### config.mk
export PLATFORM = sky130hd
export DESIGN_NAME = mips_mc_control_flat
export DESIGN_NICKNAME = d
export VERILOG_FILES = /design/src/rtl/mips_pkg.sv /design/src/rtl/mips_mc_control_if.sv /design/src/rtl/alu_decoder.sv /design/src/rtl/mips_mc_control.sv /design/src/flat_wrapper.sv
export SDC_FILE = /design/constraint.sdc
export NUM_CORES = 1
export LEC_CHECK = 0
export CAP_MARGIN = 15
export CORE_UTILIZATION = 35
export DETAILED_ROUTE_END_ITERATION = 10
export DONT_BUFFER_PORTS = 1
export PLACE_DENSITY = 0.47
export SETUP_SLACK_MARGIN = 0.3
export SKIP_CTS_REPAIR_TIMING = 1
export SKIP_LAST_GASP = 1
export SYNTH_ARGS = -nofsm -noshare
export SYNTH_HDL_FRONTEND = slang
export SYNTH_SLANG_ARGS = --single-unit
### constraint.sdc
create_clock -name clk -period 2.05 [get_ports clk]
set_clock_uncertainty 0.2 [all_clocks]
set_input_delay 0.41 -clock clk [delete_from_list [all_inputs] [get_ports clk]]
set_output_delay 0.41 -clock clk [all_outputs]
set_load 0.05 [all_outputs]
### src/rtl/mips_pkg.sv
// Shared types and encodings for the multicycle MIPS control unit:
// FSM states, opcode/funct values, ALU op codes and datapath mux selects.
package mips_pkg;

    typedef enum logic [3:0] {
        S_FETCH,
        S_DECODE,
        S_MEMADR,
        S_MEMRD,
        S_MEMWB,
        S_MEMWR,
        S_EXECUTE,
        S_ALUWB,
        S_BRANCH,
        S_ADDIEXEC,
        S_ADDIWB,
        S_JUMP
    } state_t;

    localparam logic [5:0] OP_RTYPE = 6'b000000;
    localparam logic [5:0] OP_J     = 6'b000010;
    localparam logic [5:0] OP_BEQ   = 6'b000100;
    localparam logic [5:0] OP_BNE   = 6'b000101;
    localparam logic [5:0] OP_ADDI  = 6'b001000;
    localparam logic [5:0] OP_LW    = 6'b100011;
    localparam logic [5:0] OP_SW    = 6'b101011;

    localparam logic [5:0] FN_ADD = 6'b100000;
    localparam logic [5:0] FN_SUB = 6'b100010;
    localparam logic [5:0] FN_AND = 6'b100100;
    localparam logic [5:0] FN_OR  = 6'b100101;
    localparam logic [5:0] FN_NOR = 6'b100111;
    localparam logic [5:0] FN_SLT = 6'b101010;

    localparam logic [3:0] ALU_AND = 4'b0000;
    localparam logic [3:0] ALU_OR  = 4'b0001;
    localparam logic [3:0] ALU_ADD = 4'b0010;
    localparam logic [3:0] ALU_SUB = 4'b0110;
    localparam logic [3:0] ALU_SLT = 4'b0111;
    localparam logic [3:0] ALU_NOR = 4'b1100;

    localparam logic [1:0] SRCB_REGB    = 2'b00;
    localparam logic [1:0] SRCB_FOUR    = 2'b01;
    localparam logic [1:0] SRCB_IMM     = 2'b10;
    localparam logic [1:0] SRCB_IMM_SH2 = 2'b11;

    localparam logic [1:0] PCSRC_ALU    = 2'b00;
    localparam logic [1:0] PCSRC_ALUOUT = 2'b01;
    localparam logic [1:0] PCSRC_JUMP   = 2'b10;

endpackage

### src/rtl/mips_mc_control_if.sv
// Control-unit bundle: IR fields and Zero flag in, datapath strobes/selects out.
// master = control unit, slave = datapath side.
interface mips_mc_control_if;
    logic [5:0] opcode;
    logic [5:0] funct;
    logic       zero;
    logic [3:0] alu_control;
    logic       alu_src_a;
    logic [1:0] alu_src_b;
    logic [1:0] pc_src;
    logic       iord;
    logic       mem_write;
    logic       ir_write;
    logic       reg_dst;
    logic       mem_to_reg;
    logic       reg_write;
    logic       pc_en;
    logic       illegal_op;

    modport master (
        input  opcode, funct, zero,
        output alu_control, alu_src_a, alu_src_b, pc_src, iord, mem_write,
               ir_write, reg_dst, mem_to_reg, reg_write, pc_en, illegal_op
    );

    modport slave (
        output opcode, funct, zero,
        input  alu_control, alu_src_a, alu_src_b, pc_src, iord, mem_write,
               ir_write, reg_dst, mem_to_reg, reg_write, pc_en, illegal_op
    );
endinterface

### src/rtl/alu_decoder.sv
// R-type funct to ALU op decode; unknown funct falls back to ADD and flags it.
module alu_decoder
    import mips_pkg::*;
(
    input  logic [5:0] funct,
    output logic [3:0] alu_control,
    output logic       illegal_funct
);

    always_comb begin
        alu_control   = ALU_ADD;
        illegal_funct = 1'b0;
        case (funct)
            FN_ADD:  alu_control = ALU_ADD;
            FN_SUB:  alu_control = ALU_SUB;
            FN_AND:  alu_control = ALU_AND;
            FN_OR:   alu_control = ALU_OR;
            FN_SLT:  alu_control = ALU_SLT;
            FN_NOR:  alu_control = ALU_NOR;
            default: illegal_funct = 1'b1;
        endcase
    end

endmodule

### src/rtl/mips_mc_control.sv
// Multicycle MIPS Moore control FSM driving datapath selects and ALU op.
// Build option MC_CTRL_BNE_EN adds bne (opcode 000101) through the BRANCH state.
module mips_mc_control
    import mips_pkg::*;
(
    input  logic              clk,
    input  logic              rst_n,
    mips_mc_control_if.master bus
);

    state_t     state_q, state_d;

    logic [3:0] dec_alu_control;
    logic       dec_illegal_funct;

    logic [3:0] alu_control;
    logic       alu_src_a;
    logic [1:0] alu_src_b;
    logic [1:0] pc_src;
    logic       iord;
    logic       mem_write;
    logic       ir_write;
    logic       reg_dst;
    logic       mem_to_reg;
    logic       reg_write;
    logic       pc_write;
    logic       branch;
    logic       illegal_op;
    logic       branch_taken;

    alu_decoder u_alu_decoder (
        .funct         (bus.funct),
        .alu_control   (dec_alu_control),
        .illegal_funct (dec_illegal_funct)
    );

    always_ff @(posedge clk or negedge rst_n) begin
        if (!rst_n) state_q <= S_FETCH;
        else        state_q <= state_d;
    end

    always_comb begin
        state_d     = state_q;
        alu_control = ALU_ADD;
        alu_src_a   = 1'b0;
        alu_src_b   = SRCB_REGB;
        pc_src      = PCSRC_ALU;
        iord        = 1'b0;
        mem_write   = 1'b0;
        ir_write    = 1'b0;
        reg_dst     = 1'b0;
        mem_to_reg  = 1'b0;
        reg_write   = 1'b0;
        pc_write    = 1'b0;
        branch      = 1'b0;
        illegal_op  = 1'b0;

        case (state_q)
            S_FETCH: begin
                alu_src_b = SRCB_FOUR;
                ir_write  = 1'b1;
                pc_write  = 1'b1;
                state_d   = S_DECODE;
            end
            S_DECODE: begin
                // Speculative branch target into ALUOut while the opcode resolves
                alu_src_b = SRCB_IMM_SH2;
                case (bus.opcode)
                    OP_LW, OP_SW: state_d = S_MEMADR;
                    OP_RTYPE:     state_d = S_EXECUTE;
                    OP_BEQ:       state_d = S_BRANCH;
`ifdef MC_CTRL_BNE_EN
                    OP_BNE:       state_d = S_BRANCH;
`endif
                    OP_ADDI:      state_d = S_ADDIEXEC;
                    OP_J:         state_d = S_JUMP;
                    default: begin
                        illegal_op = 1'b1;
                        state_d    = S_FETCH;
                    end
                endcase
            end
            S_MEMADR: begin
                alu_src_a = 1'b1;
                alu_src_b = SRCB_IMM;
                state_d   = (bus.opcode == OP_LW) ? S_MEMRD : S_MEMWR;
            end
            S_MEMRD: begin
                iord    = 1'b1;
                state_d = S_MEMWB;
            end
            S_MEMWB: begin
                mem_to_reg = 1'b1;
                reg_write  = 1'b1;
                state_d    = S_FETCH;
            end
            S_MEMWR: begin
                iord      = 1'b1;
                mem_write = 1'b1;
                state_d   = S_FETCH;
            end
            S_EXECUTE: begin
                alu_src_a   = 1'b1;
                alu_control = dec_alu_control;
                illegal_op  = dec_illegal_funct;
                state_d     = S_ALUWB;
            end
            S_ALUWB: begin
                reg_dst   = 1'b1;
                reg_write = 1'b1;
                state_d   = S_FETCH;
            end
            S_BRANCH: begin
                alu_src_a   = 1'b1;
                alu_control = ALU_SUB;
                pc_src      = PCSRC_ALUOUT;
                branch      = 1'b1;
                state_d     = S_FETCH;
            end
            S_ADDIEXEC: begin
                alu_src_a = 1'b1;
                alu_src_b = SRCB_IMM;
                state_d   = S_ADDIWB;
            end
            S_ADDIWB: begin
                reg_write = 1'b1;
                state_d   = S_FETCH;
            end
            S_JUMP: begin
                pc_src   = PCSRC_JUMP;
                pc_write = 1'b1;
                state_d  = S_FETCH;
            end
            default: state_d = S_FETCH;
        endcase
    end

`ifdef MC_CTRL_BNE_EN
    // The IR still holds the opcode in BRANCH, so it picks the Zero polarity
    assign branch_taken = (bus.opcode == OP_BNE) ? ~bus.zero : bus.zero;
`else
    assign branch_taken = bus.zero;
`endif

    // Everything is held at zero while reset is asserted, including alu_control
    assign bus.alu_control = rst_n ? alu_control : 4'b0000;
    assign bus.alu_src_a   = rst_n & alu_src_a;
    assign bus.alu_src_b   = rst_n ? alu_src_b : 2'b00;
    assign bus.pc_src      = rst_n ? pc_src : 2'b00;
    assign bus.iord        = rst_n & iord;
    assign bus.mem_write   = rst_n & mem_write;
    assign bus.ir_write    = rst_n & ir_write;
    assign bus.reg_dst     = rst_n & reg_dst;
    assign bus.mem_to_reg  = rst_n & mem_to_reg;
    assign bus.reg_write   = rst_n & reg_write;
    assign bus.pc_en       = rst_n & (pc_write | (branch & branch_taken));
    assign bus.illegal_op  = rst_n & illegal_op;

endmodule

### src/flat_wrapper.sv
// flat-port wrapper written by rule: the top's interface ports become plain ports
module mips_mc_control_flat import mips_pkg::*;
  (clk, rst_n, bus_opcode, bus_funct, bus_zero, bus_alu_control, bus_alu_src_a, bus_alu_src_b, bus_pc_src, bus_iord, bus_mem_write, bus_ir_write, bus_reg_dst, bus_mem_to_reg, bus_reg_write, bus_pc_en, bus_illegal_op);
  mips_mc_control_if bus_i ();
  input  logic clk;
  input  logic rst_n;
  input wire logic [$bits(bus_i.opcode)-1:0] bus_opcode;
  input wire logic [$bits(bus_i.funct)-1:0] bus_funct;
  input wire logic [$bits(bus_i.zero)-1:0] bus_zero;
  output wire logic [$bits(bus_i.alu_control)-1:0] bus_alu_control;
  output wire logic [$bits(bus_i.alu_src_a)-1:0] bus_alu_src_a;
  output wire logic [$bits(bus_i.alu_src_b)-1:0] bus_alu_src_b;
  output wire logic [$bits(bus_i.pc_src)-1:0] bus_pc_src;
  output wire logic [$bits(bus_i.iord)-1:0] bus_iord;
  output wire logic [$bits(bus_i.mem_write)-1:0] bus_mem_write;
  output wire logic [$bits(bus_i.ir_write)-1:0] bus_ir_write;
  output wire logic [$bits(bus_i.reg_dst)-1:0] bus_reg_dst;
  output wire logic [$bits(bus_i.mem_to_reg)-1:0] bus_mem_to_reg;
  output wire logic [$bits(bus_i.reg_write)-1:0] bus_reg_write;
  output wire logic [$bits(bus_i.pc_en)-1:0] bus_pc_en;
  output wire logic [$bits(bus_i.illegal_op)-1:0] bus_illegal_op;
  assign bus_i.opcode = bus_opcode;
  assign bus_i.funct = bus_funct;
  assign bus_i.zero = bus_zero;
  assign bus_alu_control = bus_i.alu_control;
  assign bus_alu_src_a = bus_i.alu_src_a;
  assign bus_alu_src_b = bus_i.alu_src_b;
  assign bus_pc_src = bus_i.pc_src;
  assign bus_iord = bus_i.iord;
  assign bus_mem_write = bus_i.mem_write;
  assign bus_ir_write = bus_i.ir_write;
  assign bus_reg_dst = bus_i.reg_dst;
  assign bus_mem_to_reg = bus_i.mem_to_reg;
  assign bus_reg_write = bus_i.reg_write;
  assign bus_pc_en = bus_i.pc_en;
  assign bus_illegal_op = bus_i.illegal_op;
  mips_mc_control u_core (.clk(clk), .rst_n(rst_n), .bus(bus_i));
endmodule
After elaboration in Yosys (flattened, before gate mapping) --
Cells that the tools add are included. W data, S select, Z words.
Storage, ports and cells: word-level logic and storage cells 66, bits of input ports 15, output and inout port bits 17, register bits 4
Operators by class: eq/ne operators 22, bitwise logic cells 11, multiplexer cells 22, reduce and logical (&&, ||, !) cells 10
Operators by type and width (count):
- $eq A6 B6 Y1 const B | 8
- $pmux W4 S5 | 2
- $pmux W4 S6 | 1
- $eq A4 B3 Y1 const B | 4
- $eq A4 B4 Y1 const B | 4
- $reduce_or A6 Y1 | 2
- $mux W1 | 11
- $and A1 B1 Y1 | 10
- $eq A4 B2 Y1 const B | 2
- $pmux W4 S2 | 1
- $reduce_or A2 Y1 | 4
- $eq A6 B2 Y1 const B | 1
- $eq A6 B3 Y1 const B | 1
- $eq A6 B4 Y1 const B | 1
- $logic_not A6 Y1 | 1
- $pmux W2 S3 | 1
- $eq A4 B1 Y1 const B | 1
- $logic_not A4 Y1 | 1
- $mux W2 | 2
- $mux W4 | 1
- $pmux W2 S2 | 1
- $reduce_or A4 Y1 | 1
- $mux W3 | 1
- $reduce_or A3 Y1 | 1
- other kinds (2) | 2

Logic depth before layout (Yosys ltp) --
Gate-level depths: netlist of run 1.
word-level depth 5, depth in mapped cells 5, depth with buffers taken out 3

Hierarchy --
Synthesis of run 1 repeated with hierarchy kept, for this count alone.
Unflattened totals: cell total of the unflattened synthesis 87, area total of the unflattened synthesis 623.1 µm²
By module, submodules not included:
- mips_mc_control | instances 1, area each 509.2 µm², cells an instance 73
- alu_decoder | instances 1, area each 113.9 µm², cells an instance 14

Worst setup path before layout of run 1 --
No wires, ideal clock.
path type reg-to-output, start point reg u_core.state_q[1], end point out bus_ir_write, data required time 1.440 ns, arrival time 2.212 ns, stages on the path, launching flop included 4, setup slack -0.772 ns, path through dfrtp_1 buf_6 buf_2 nor4_1
On the way: word-level cells in the longest chain between the ends 3
RTL lines:
- from (decl) | RTL line mips_mc_control.sv:11 | state_t state_q, state_d;
- from (signal assigned) | RTL line mips_mc_control.sv:39 | else state_q <= state_d;
- $logic_not A4 Y1 | RTL line mips_mc_control.sv:58 | case (state_q)
- $mux W1 | RTL line mips_mc_control.sv:58
- $and A1 B1 Y1 | RTL line mips_mc_control.sv:152 | assign bus.ir_write = rst_n & ir_write;
- to (decl) | RTL line flat_wrapper.sv:16 | output wire logic [$bits(bus_i.ir_write)-1:0] bus_ir_write;
Every way passes these cells.

Worst setup path in the final report of run 1 --
start point reg u_core.state_q[0], end point out bus_alu_src_b[1]
On the way: word-level cells in the longest chain between the ends 4, elaborated cells between the ends (all ways) 7
RTL lines:
- $eq A4 B2 Y1 / $eq A4 B4 Y1 (equally long branches) | RTL line mips_mc_control.sv:58
- $reduce_or A2 Y1 (no source line)
- $pmux W2 S3 * | RTL line mips_mc_control.sv:58
- $mux W2 * | RTL line mips_mc_control.sv:148 | assign bus.alu_src_b = rst_n ? alu_src_b : 2'b00;
- to (decl) | RTL line flat_wrapper.sv:12 | output wire logic [$bits(bus_i.alu_src_b)-1:0] bus_alu_src_b;
Mark *: on every way between the ends. The rest lies on a longest branch, timed or not.

==> impl_results.md, run 1 <==
- Leakage: ~0.00055 µW
- Psw: 539 µW
- Internal: between 600 and 700 µW
- Total CTS buffers: 3
- Final Cell Area: 1410 µm²
- Reg2reg start: u_core.state_q[3]$_DFF_PN0_
- Sequential share of power: 0.117
- DIE HEIGHT: 45.7 µm
- Critical path capture point type: output pin
- CTS root buffer: clkbuf_4
- Pre-Repair DR Iteration Count: 5
- DPL Wire Length: between 1500 and 2000 µm
- Worst R2R Setup Slack: 540 ps
- Primary FF master, synth: dfrtp_1
- Normalized max-slew margin: 0.759
- Number of synthesized flops with an enable pin: 0
- Max VDD drop: slightly below 0.6 mV
- Congestion Overflow GR: 0
- GRT Total Usage: 0.223
- Top Ports: 32
- Gpl congestion: approximately 0.8
- Post-synthesis async set-or-reset flop share: 1.00
- Synth top area share: 0.150
- Power density cells: 842 nW/µm²
- Largest register FFs: 4
- Fin crit period: 2220 ps
- Setup violators final: 11
- Die width: 45.7 µm
- Layout cells sized above 1: 0.607
- DR vias/cell: 6.05
- Vias: 890
- Post-Syn Area per Cell: 7.69 µm²
- Max-cap viol count: 0
- Syn Std Cell Area: 669 µm²
- Post-synthesis register bit count: 4
- First-pass GRT wire length: 3290 µm
- Final worst setup slack: -169 ps
- R2r worst-path depth: 4
- Net Sw Frac: 0.453
- Max frequency: around 450 MHz
- Critical path class: flip-flop to output pin
- Antenna-violating nets left: 0
- Arr. time, crit path: 1610 ps
- CP Capture Point: bus_alu_src_b[1]
- CP startpoint: u_core.state_q[0]$_DFF_PN0_
- Antenna diodes: 0
- Total core area: 1760 µm²
- CTS sink count: 4
- Slew @ Worst Pin: 360 ps
- CTS max path bufs: 2
- Failing checks: setup timing
- HP Class: primary input to flip-flop
- Post-Route WL: 2490 µm
- Worst setup SP type: flip-flop
- Average wire per standard cell: 16.9 µm
- Critical path required time: 1440 ps
- DP Area: 1230 µm²
- Fin. max-slew vios: 0
- Hold Slack: approximately 160 ps
- Initial drt markers: 29
- Syn nets: 102
- FF-to-FF End: u_core.state_q[2]$_DFF_PN0_
- Comb power frac: 0.794
- Status: finished, violations left
- Seq/Total Area, Yosys: 0.150
- Reg clk slew, reported paths: 40 ps
- Worst slack at placement: 51.6 ps
- Largest net degree at the start of global routing: 13
- RSZ-0062 raised after global routing: yes
- Worst-Skew Late Latency: 250 ps
- H-tree Lvls: 1
- Crit share post-route: 1.08
- Post-Syn Instances: 87
- Clk pwr share: 0.089
- Initial core utilization: 0.379
- DRC: 0
- Netlist cell types: between 40 and 50
- Die area: 2090 µm²
- Port Buffer Count: 0
- Vias in the first global route: 759
- Synth area leaders: dfrtp_1 (15%), nor3_1 (6.0%), nand4bb_4 (4.1%)
- Final hold violations: 0
- Biggest regs: u_core.state_q: 4 flops
- # rows: 15
- CP Max Fanout: 5
- Layout area overhead: 111%
- CTS tree: built
- Fin nets: 139
- Post-synth top area cell: dfrtp_1
- Most flops, register: u_core.state_q
- Antenna violations before repair: 0
- Ys Warns: 0
## power by group through the flow
stage	Combinational [µW]	Clock, µW	Sequential [µW]
final	943	106	139
after global placement	775	0	127
after global routing	980	106	141
after detailed placement	780	0	129
after floorplan	544	0	108
after CTS	782	110	128
## Yosys cell counts, types with 2 or more instances
cell type  instances
nand4_1            2
nand3b_1           2
xor2_1             2
nand2b_1           3
a21oi_1            3
o21ai_0            3
inv_1              5
nor2_1             7
nor3b_1            2
nor3_1             8
nand2_1            4
dfrtp_1            4
buf_2              3
and3_1             2
o21ai_1            2
nand3_1            5
buf_6              2
## logic make-up after synthesis
group,count (synthesis),share of synthesized area
simple gates,48,0.492
flops,4,0.150
xor+xnor,3,0.0393
buf+inv,12,0.101
compound gates,20,0.219
## cell usage in the layout (no fill, tap or decap), types with 3 or more instances in the layout
master / instances
nand2_1: 3
nor2_1: 4
buf_4: 15
nor2_4: 3
inv_1: 5
nor3_4: 5
nor3_1: 3
dfrtp_2: 4
nand3_1: 5
nand2b_4: 3
buf_6: 7
clkbuf_4: 3
o21ai_1: 3
buf_12: 13
## worst max-delay path: stages (launching register included)
cell	delay, ps
dfrtp_2	450
buf_12	150
or3b_4	410
a21oi_4	200
buf_12	150
## metal layers
metal,track usage,vias to the layer above,wire (µm)
met3,0.0397,5,153
met5,0,-,0
li1,-,402,-
met4,0.106,0,34
met2,0.377,50,1340
met1,0.272,433,958
## final cells by class
| cell class | instances | area [µm²] |
|---|---|---|
| fill | 115 | 353 |
| multi-input combinational | 71 | 728 |
| clock buffer | 3 | 22.5 |
| sequential | 4 | 105 |
| inverter | 6 | 22.5 |
| timing repair buffer | 38 | 502 |
| tap | 25 | 31.3 |
## metrics by stage
| step | util | std cells | power [µW] | setup TNS, ps |
|---|---|---|---|---|
| floorplan | - | 87 | 652 | -130 |
| global placement | 0.696 | 134 | 902 | 0 |
| detailed placement | 0.696 | 134 | 909 | 0 |
| CTS | 0.709 | 137 | 1020 | -1770 |
| global route | 0.800 | 147 | 1230 | -1440 |
| finish | 0.800 | 147 | 1190 | -1080 |
## how the worst min path moves through the flow
stage	slack, ps	depth (start not counted)	from	endpoint
floorplan	-90	0	rst_n	u_core.state_q[0]$_DFF_PN0_
global placement	-90	0	rst_n	u_core.state_q[3]$_DFF_PN0_
detailed placement	-90	0	rst_n	u_core.state_q[3]$_DFF_PN0_
CTS	-350	0	rst_n	u_core.state_q[0]$_DFF_PN0_
global route	170	2	bus_opcode[2]	u_core.state_q[3]$_DFF_PN0_
finish	160	2	bus_opcode[3]	u_core.state_q[2]$_DFF_PN0_
No activity file was read; power rests on OpenSTA's default activity.
==> run 2, diff against run 1 <==
--- a/config.mk
+++ b/config.mk
@@ -5,6 +5,7 @@
 export SDC_FILE = /design/constraint.sdc
 export NUM_CORES = 1
 export LEC_CHECK = 0
+export ABC_AREA = 1
 export CAP_MARGIN = 15
 export CORE_UTILIZATION = 35
 export DETAILED_ROUTE_END_ITERATION = 10
@@ -13,6 +14,7 @@
 export SETUP_SLACK_MARGIN = 0.3
 export SKIP_CTS_REPAIR_TIMING = 1
 export SKIP_LAST_GASP = 1
+export SLEW_MARGIN = 20
 export SYNTH_ARGS = -nofsm -noshare
 export SYNTH_HDL_FRONTEND = slang
 export SYNTH_SLANG_ARGS = --single-unit
==> run 2 against run 1 <==
Effect of this change:
- sequential power shrank 12%
- first-iteration DRC count shrank 31%
- via count shrank 13%
- utilization shrank 15 points
- synthesized cell count grew 31%
- fmax grew 1.9%
- clock power shrank 11%
- the flow finishes with violations (DRC, setup timing)
- flip-flop and latch count is the same
- register-to-register slack gained 30 ps
- combinational power shrank 35%
- global-route usage shrank 4.8 points
- die area shrank 9.8%
==> impl_results.md, run 2 <==
- Max VDD drop: 0.651 mV (was 0.596 mV)
- Arr. time, crit path: 1570 ps (was 1610 ps)
- Max-cap viol count: 0 (unchanged)
- CTS sink count: 4 (unchanged)
- Sequential share of power: 0.146 (was 0.117)
- FF/Latch Area: 103 µm² (was 105 µm²)
- Congestion Overflow GR: 0 (unchanged)
- Antenna violations before repair: 0 (unchanged)
- Synth top area share: 0.200 (was 0.150)
- CTS tree: built (unchanged)
- RSZ-0062 raised after global routing: yes (unchanged)
- Worst-Skew Late Latency: 230 ps (was 250 ps)
- Worst slack at placement: 117 ps (was 51.6 ps)
- Post-synthesis async set-or-reset flop share: 1.00 (unchanged)
- CP Max Fanout: 3 (was 5)
- Primary FF master, synth: dfrtp_1 (unchanged)
- Leakage: 0.000483 µW (was 0.000546 µW)
- Post-Syn Area per Cell: 5.27 µm² (was 7.69 µm²)
- GRT Total Usage: 0.175 (was 0.223)
- Final worst setup slack: -127 ps (was -169 ps)
- Seq/Total Area, Yosys: 0.167 (was 0.150)
- Top-count cell post-synth: nand2_1 (was nor3_1)
- Status: finished, violations left (unchanged)
- Initial drt markers: 20 (was 29)
- Crit share post-route: 1.06 (was 1.08)
- CTS max path bufs: 2 (unchanged)
- DR vias/cell: 5.14 (was 6.05)
- Die width: 43.4 µm (was 45.7 µm)
- Comb power frac: 0.740 (was 0.794)
- DRC: 8 (was 0)
- Final hold violations: 0 (unchanged)
- Ys Warns: 0 (unchanged)
- Slew @ Worst Pin: 427 ps (was 360 ps)
- Total power: 833 µW (was 1190 µW)
- Internal: 372 µW (was 649 µW)
- Netlist cell types: 21 (was 45)
- H-tree Lvls: 1 (unchanged)
- Max frequency: 459 MHz (was 451 MHz)
- Filler cell count: 149 (was 115)
- Fin nets: 151 (was 139)
- Antenna-violating nets left: 0 (unchanged)
- DPL Wire Length: 1330 µm (was 1700 µm)
- Syn Std Cell Area: 601 µm² (was 669 µm²)
- Average wire per standard cell: 11.7 µm (was 16.9 µm)
- Most frequent cells in the layout: nand2_1 (22), nor2_1 (15), inv_2 (11), nand2_2 (11), buf_4 (11) (was buf_4 (15), buf_12 (13), buf_6 (7))
- Post-synthesis register bit count: 4 (unchanged)
- Number of synthesized flops with an enable pin: 0 (unchanged)
- Layout area overhead: 69.0% (was 111%)
- CP startpoint: u_core.state_q[3]$_DFF_PN0_ (was u_core.state_q[0]$_DFF_PN0_)
- Fin crit period: 2180 ps (was 2220 ps)
- Net Sw Frac: 0.554 (was 0.453)
- Biggest regs: u_core.state_q: 4 flops (unchanged)
- CTS root buffer: clkbuf_4 (unchanged)
- First-pass GRT wire length: 2490 µm (was 3290 µm)
- Most used cell, CP: buf_4 (was buf_12)
- Total core area: 1560 µm² (was 1760 µm²)
- # rows: 14 (was 15)
- Largest net degree at the start of global routing: 10 (was 13)
- Synth area leaders: nand2_1 (20%), dfrtp_1 (17%), nor2_1 (16%) (was dfrtp_1 (15%), nor3_1 (6.0%), nand4bb_4 (4.1%))
- Hold Slack: 254 ps (was 161 ps)
- Layout cells sized above 1: 0.560 (was 0.607)
- Antenna diodes: 0 (unchanged)
- Fin. max-slew vios: 0 (unchanged)
- Psw: 461 µW (was 539 µW)
- Worst path slowest cell: dfrtp_2 (unchanged)
- Failing checks: DRC, setup timing (was setup timing)
- Normalized max-slew margin: 0.716 (was 0.759)
- Top Ports: 32 (unchanged)
- Reg2reg start: u_core.state_q[1]$_DFF_PN0_ (was u_core.state_q[3]$_DFF_PN0_)
- Top post-synthesis cells by count: nand2_1 (32), nor2_1 (25), inv_1 (14), inv_2 (6), nand3_1 (6) (was nor3_1 (8), nor2_1 (7), inv_1 (5), nand3_1 (5))
- Cells along the critical path: nor2_4 -> buf_4 -> buf_4 -> nand3_2 -> a31oi_4 (was buf_12 -> or3b_4 -> a21oi_4 -> buf_12)
- Most common cell after layout, fill and taps aside: nand2_1 (was buf_4)
- CP peak stage delay: 430 ps (was 450 ps)
- Critical path capture point type: output pin (unchanged)
- Initial core utilization: 0.385 (was 0.379)
- Vias: 771 (was 890)
- Pre-Repair DR Iteration Count: 8 (was 5)
- Post-Syn Instances: 114 (was 87)
- Worst setup SP type: flip-flop (unchanged)
- Power density cells: 820 nW/µm² (was 842 nW/µm²)
- Setup violators final: 9 (was 11)
- Post-synth top area cell: nand2_1 (was dfrtp_1)
- Most flops, register: u_core.state_q (unchanged)
- Final Util: 0.651 (was 0.800)
- Critical path class: flip-flop to output pin (unchanged)
- Clk pwr share: 0.114 (was 0.089)
- DIE HEIGHT: 43.4 µm (was 45.7 µm)
- Critical path required time: 1440 ps (about the same)
- Largest register FFs: 4 (unchanged)
- Die area: 1890 µm² (was 2090 µm²)
- Post-Route WL: 1750 µm (was 2490 µm)
- Total CTS buffers: 3 (unchanged)
- Gpl congestion: 0.820 (was 0.802)
- Area of the multi-input gates: 602 µm² (was 728 µm²)
- Syn nets: 129 (was 102)
- HP Class: primary input to async pin (was primary input to flip-flop)
- Vias in the first global route: 637 (was 759)
- Reg clk slew, reported paths: 40 ps (about the same)
- Port Buffer Count: 0 (unchanged)
==> run 2: changes by cell type in the layout (fill, tap and decap cells not counted), moves of 3 or more <==
| cell | previous run | this run |
|---|---|---|
| nor3_4 | 5 | 1 |
| nor2_1 | 4 | 15 |
| nand2_2 | 1 | 11 |
| inv_2 | 1 | 11 |
| nand2b_4 | 3 | 0 |
| buf_12 | 13 | 2 |
| buf_6 | 7 | 4 |
| nor2_2 | 0 | 9 |
| buf_4 | 15 | 11 |
| nand2_1 | 3 | 22 |
==> run 2: worst paths after layout <==
| kind | to | slack, ps | cells past startpoint |
|---|---|---|---|
| worst max-delay path | bus_pc_en | -130 | 5 |
| worst min-delay path | u_core.state_q[0]$_DFF_PN0_ | 250 | 1 |
| worst max register to register | u_core.state_q[1]$_DFF_PN0_ | 570 | 8 |
| worst min register to register | u_core.state_q[0]$_DFF_PN0_ | 530 | 3 |
| max in group asynchronous | u_core.state_q[3]$_DFF_PN0_ | 1210 | 1 |
| min in group clk | u_core.state_q[3]$_DFF_PN0_ | 260 | 4 |
==> run 2: cells by family after synthesis <==
kind of cell           count (synthesis)  share of synthesized area
buffers and inverters                 21                      0.131
flip-flops                             4                      0.167
AND/OR/NAND/NOR                       75                      0.552
AO/OA/AOI/OAI                         14                      0.150
==> run 2: layout make-up <==
| cell class | instances | area share |
|---|---|---|
| Tap cell | 16 | 0.0197 |
| Timing Repair Buffer | 18 | 0.175 |
| Multi-Input combinational cell | 89 | 0.593 |
| Sequential cell | 4 | 0.101 |
| Inverter | 20 | 0.0888 |
| Clock buffer | 3 | 0.0222 |
==> run 2: critical path, delay by kind of cell (launching register included) <==
| kind | cells | cell delay [ps] |
|---|---|---|
| buf+inv | 2 | 240 |
| simple gates | 2 | 280 |
| compound gates | 1 | 390 |
| flops | 1 | 430 |
==> run 2: power by group through the flow <==
stage	Combinational, µW	Clock [µW]	Sequential (µW)
after global routing	655	104	124
after CTS	526	100	118
final	616	94.8	122
after detailed placement	525	0	119
after global placement	521	0	119
after floorplan	423	0	116
==> run 2: metal layers <==
metal | vias to the layer above | GRT usage | wire length (µm) | part of all wire
met3 | 0 | 0.0292 | 53 | 0.030
met2 | 17 | 0.285 | 905 | 0.52
li1 | 401 | - | - | -
met5 | - | 0 | 0 | 0
met1 | 353 | 0.228 | 791 | 0.45
met4 | 0 | 0.0750 | 0 | 0
==> run 2: metrics by stage <==
stage	TNS [ps]	cell area [µm²]	cells
global placement	0	867	139
floorplan	-4.44	752	114
global route	-1280	1010	150
CTS	-418	890	142
finish	-661	1010	150
detailed placement	0	867	139
==> run 3, diff against run 2 <==
--- a/config.mk
+++ b/config.mk
@@ -6,7 +6,6 @@
 export NUM_CORES = 1
 export LEC_CHECK = 0
 export ABC_AREA = 1
-export CAP_MARGIN = 15
 export CORE_UTILIZATION = 35
 export DETAILED_ROUTE_END_ITERATION = 10
 export DONT_BUFFER_PORTS = 1
==> constraint.sdc (replaced) <==
create_clock -name clk -period 2.39 [get_ports clk]
set_clock_uncertainty 0.2 [all_clocks]
set_input_delay 0.478 -clock clk [delete_from_list [all_inputs] [get_ports clk]]
set_output_delay 0.478 -clock clk [all_outputs]
set_load 0.05 [all_outputs]
==> run 3 against run 2 <==
Effect of this change:
- the flow finishes with violations (DRC)
- die area stayed put
- hold slack gained 56 ps
- clock-buffer cell count is the same
- first-iteration DRC count grew 5.0%
- register-to-register slack gained 400 ps
- clock power shrank 8.6%
- design area is 12% lower
- sequential share of layout area up 1.1 points
- critical endpoint is now bus_illegal_op
==> impl_results.md, run 3 (same netlist as run 2, synthesis figures left out) <==
- Congestion Overflow GR: 0 (unchanged)
- DR vias/cell: 5.16 (was 5.14)
- First-pass GRT wire length: 2770 µm (was 2490 µm)
- Final hold violations: 0 (unchanged)
- CP Capture Point: bus_illegal_op (was bus_pc_en)
- Critical path capture point type: output pin (unchanged)
- FF-to-FF End: u_core.state_q[1]$_DFF_PN0_ (unchanged)
- Antenna diodes: 0 (unchanged)
- Most frequent cells in the layout: nand2_1 (32), nor2_1 (22), inv_1 (13) (was nand2_1 (22), nor2_1 (15), inv_2 (11), nand2_2 (11), buf_4 (11))
- Total CTS buffers: 3 (unchanged)
- Largest register FFs: 4 (unchanged)
- Initial drt markers: 21 (was 20)
- Antenna violations before repair: 0 (unchanged)
- GRT Total Usage: 0.198 (was 0.175)
- Worst slack at placement: 354 ps (was 117 ps)
- CTS root buffer: clkbuf_4 (unchanged)
- Initial core utilization: 0.385 (unchanged)
- Critical path required time: 1710 ps (was 1440 ps)
- Setup violators final: 0 (was 9)
- Layout cells sized above 1: 0.377 (was 0.560)
- Gpl congestion: 0.914 (was 0.820)
- Average wire per standard cell: 11.0 µm (was 11.7 µm)
- Status: finished, violations left (unchanged)
- Filler cell count: 157 (was 149)
- Most flops, register: u_core.state_q (unchanged)
- Vias in the first global route: 692 (was 637)
- Worst R2R Setup Slack: 970 ps (was 570 ps)
- DPL Wire Length: 1290 µm (was 1330 µm)
- TNS Setup: 0 ps (was -661 ps)
- Normalized max-slew margin: 0.716 (about the same)
- HP Class: primary input to async pin (unchanged)
- CTS max path bufs: 2 (unchanged)
- Top Ports: 32 (unchanged)
- Critical path class: flip-flop to output pin (unchanged)
- Failing checks: DRC (was DRC, setup timing)
- Slew @ Worst Pin: 426 ps (was 427 ps)
- CP Max Fanout: 5 (was 3)
- # rows: 14 (unchanged)
- Leakage: 0.000486 µW (was 0.000483 µW)
- Port Buffer Count: 0 (unchanged)
- DRC: 6 (was 8)
- Power density cells: 739 nW/µm² (was 820 nW/µm²)
- Antenna-violating nets left: 0 (unchanged)
- Area of the multi-input gates: 473 µm² (was 602 µm²)
- Max-cap viol count: 0 (unchanged)
- H-tree Lvls: 1 (unchanged)
- Most common cell after layout, fill and taps aside: nand2_1 (unchanged)
- Die width: 43.4 µm (unchanged)
- Worst-Skew Late Latency: 240 ps (was 230 ps)
- RSZ-0062 raised after global routing: yes (unchanged)
- Vias: 795 (was 771)
- Fin crit period: 2200 ps
- Total core area: 1560 µm² (unchanged)
- Pre-Repair DR Iteration Count: 7 (was 8)
- Fin nets: 155 (was 151)
- Layout area overhead: 49.2% (was 69.0%)
- Reg2reg start: u_core.state_q[1]$_DFF_PN0_ (unchanged)
- Crit share post-route: 0.919
- Worst setup SP type: flip-flop (unchanged)
- Fin. max-slew vios: 0 (unchanged)
- Post-Route WL: 1700 µm (was 1750 µm)
- Arr. time, crit path: 1520 ps (was 1570 ps)
- CTS sink count: 4 (unchanged)
- R2r worst-path depth: 7 (was 8)
- CTS tree: built (unchanged)
- Biggest regs: u_core.state_q: 4 flops (unchanged)
- Largest net degree at the start of global routing: 12 (was 10)
- Max VDD drop: 0.346 mV (was 0.651 mV)
- Die area: 1890 µm² (unchanged)
- Reg clk slew, reported paths: 40 ps (about the same)
- DIE HEIGHT: 43.4 µm (unchanged)
- Final worst setup slack: 194 ps (was -127 ps)
- Max frequency: 455 MHz
- FF/Latch Area: 100 µm² (was 103 µm²)
- CP startpoint: u_core.state_q[3]$_DFF_PN0_ (unchanged)
## run 3: cell types whose count changed in the layout (fill, tap and decap cells not counted), moves of 3 or more
cell,previous run,this run
nand2_1,22,32
nand2_2,11,2
nor2_1,15,22
buf_6,4,10
inv_1,7,13
a21oi_2,2,6
inv_2,11,7
nor2_2,9,5
a21oi_4,3,0
nor2_4,5,2
## run 3: report_power, final
part	internal [µW]	switching [µW]	total, µW
sequential	84.4	16.9	101
combinational	157	317	474
clock	56.3	30.2	86.6
## run 3: worst min-delay path by stage
stage | startpoint | to
6_report | rst_n | u_core.state_q[0]$_DFF_PN0_
3_3_place_gp | rst_n | u_core.state_q[0]$_DFF_PN0_
4_1_cts | rst_n | u_core.state_q[0]$_DFF_PN0_
5_1_grt | rst_n | u_core.state_q[3]$_DFF_PN0_
2_1_floorplan | rst_n | u_core.state_q[0]$_DFF_PN0_
3_5_place_dp | rst_n | u_core.state_q[0]$_DFF_PN0_
## run 3: final cells by class
class                      instances  area share
multi-input combinational         89       0.528
inverter                          20      0.0838
timing repair buffer              22       0.229
tap                               16      0.0223
sequential                         4       0.112
clock buffer                       3      0.0251
## run 3: critical path, cell delays in order, from the launching register on
cell and delay [ps]:
dfrtp_1 420, nor2_4 180, inv_2 70, nor2_4 100, nand2_1 60, nor2_1 80
nand2_1 70, a21oi_2 130, buf_6 170
## run 3: layer usage
metal  vias up  share of wire  global-route usage
met5         -              0                   0
met4         0          0.019              0.0563
met1       345           0.44               0.257
li1        409              -                   -
met3         4          0.073              0.0708
met2        37           0.47               0.309
## run 3: metrics by stage
stage	util	area [µm²]	power (µW)	hold WS, ps	cells
after global routing	0.575	896	712	316	154
after global placement	0.504	786	520	-17.4	146
final	0.575	896	662	309	154
after floorplan	-	642	428	-17.6	114
after detailed placement	0.504	786	520	-17.4	146
after CTS	0.518	808	613	-276	149
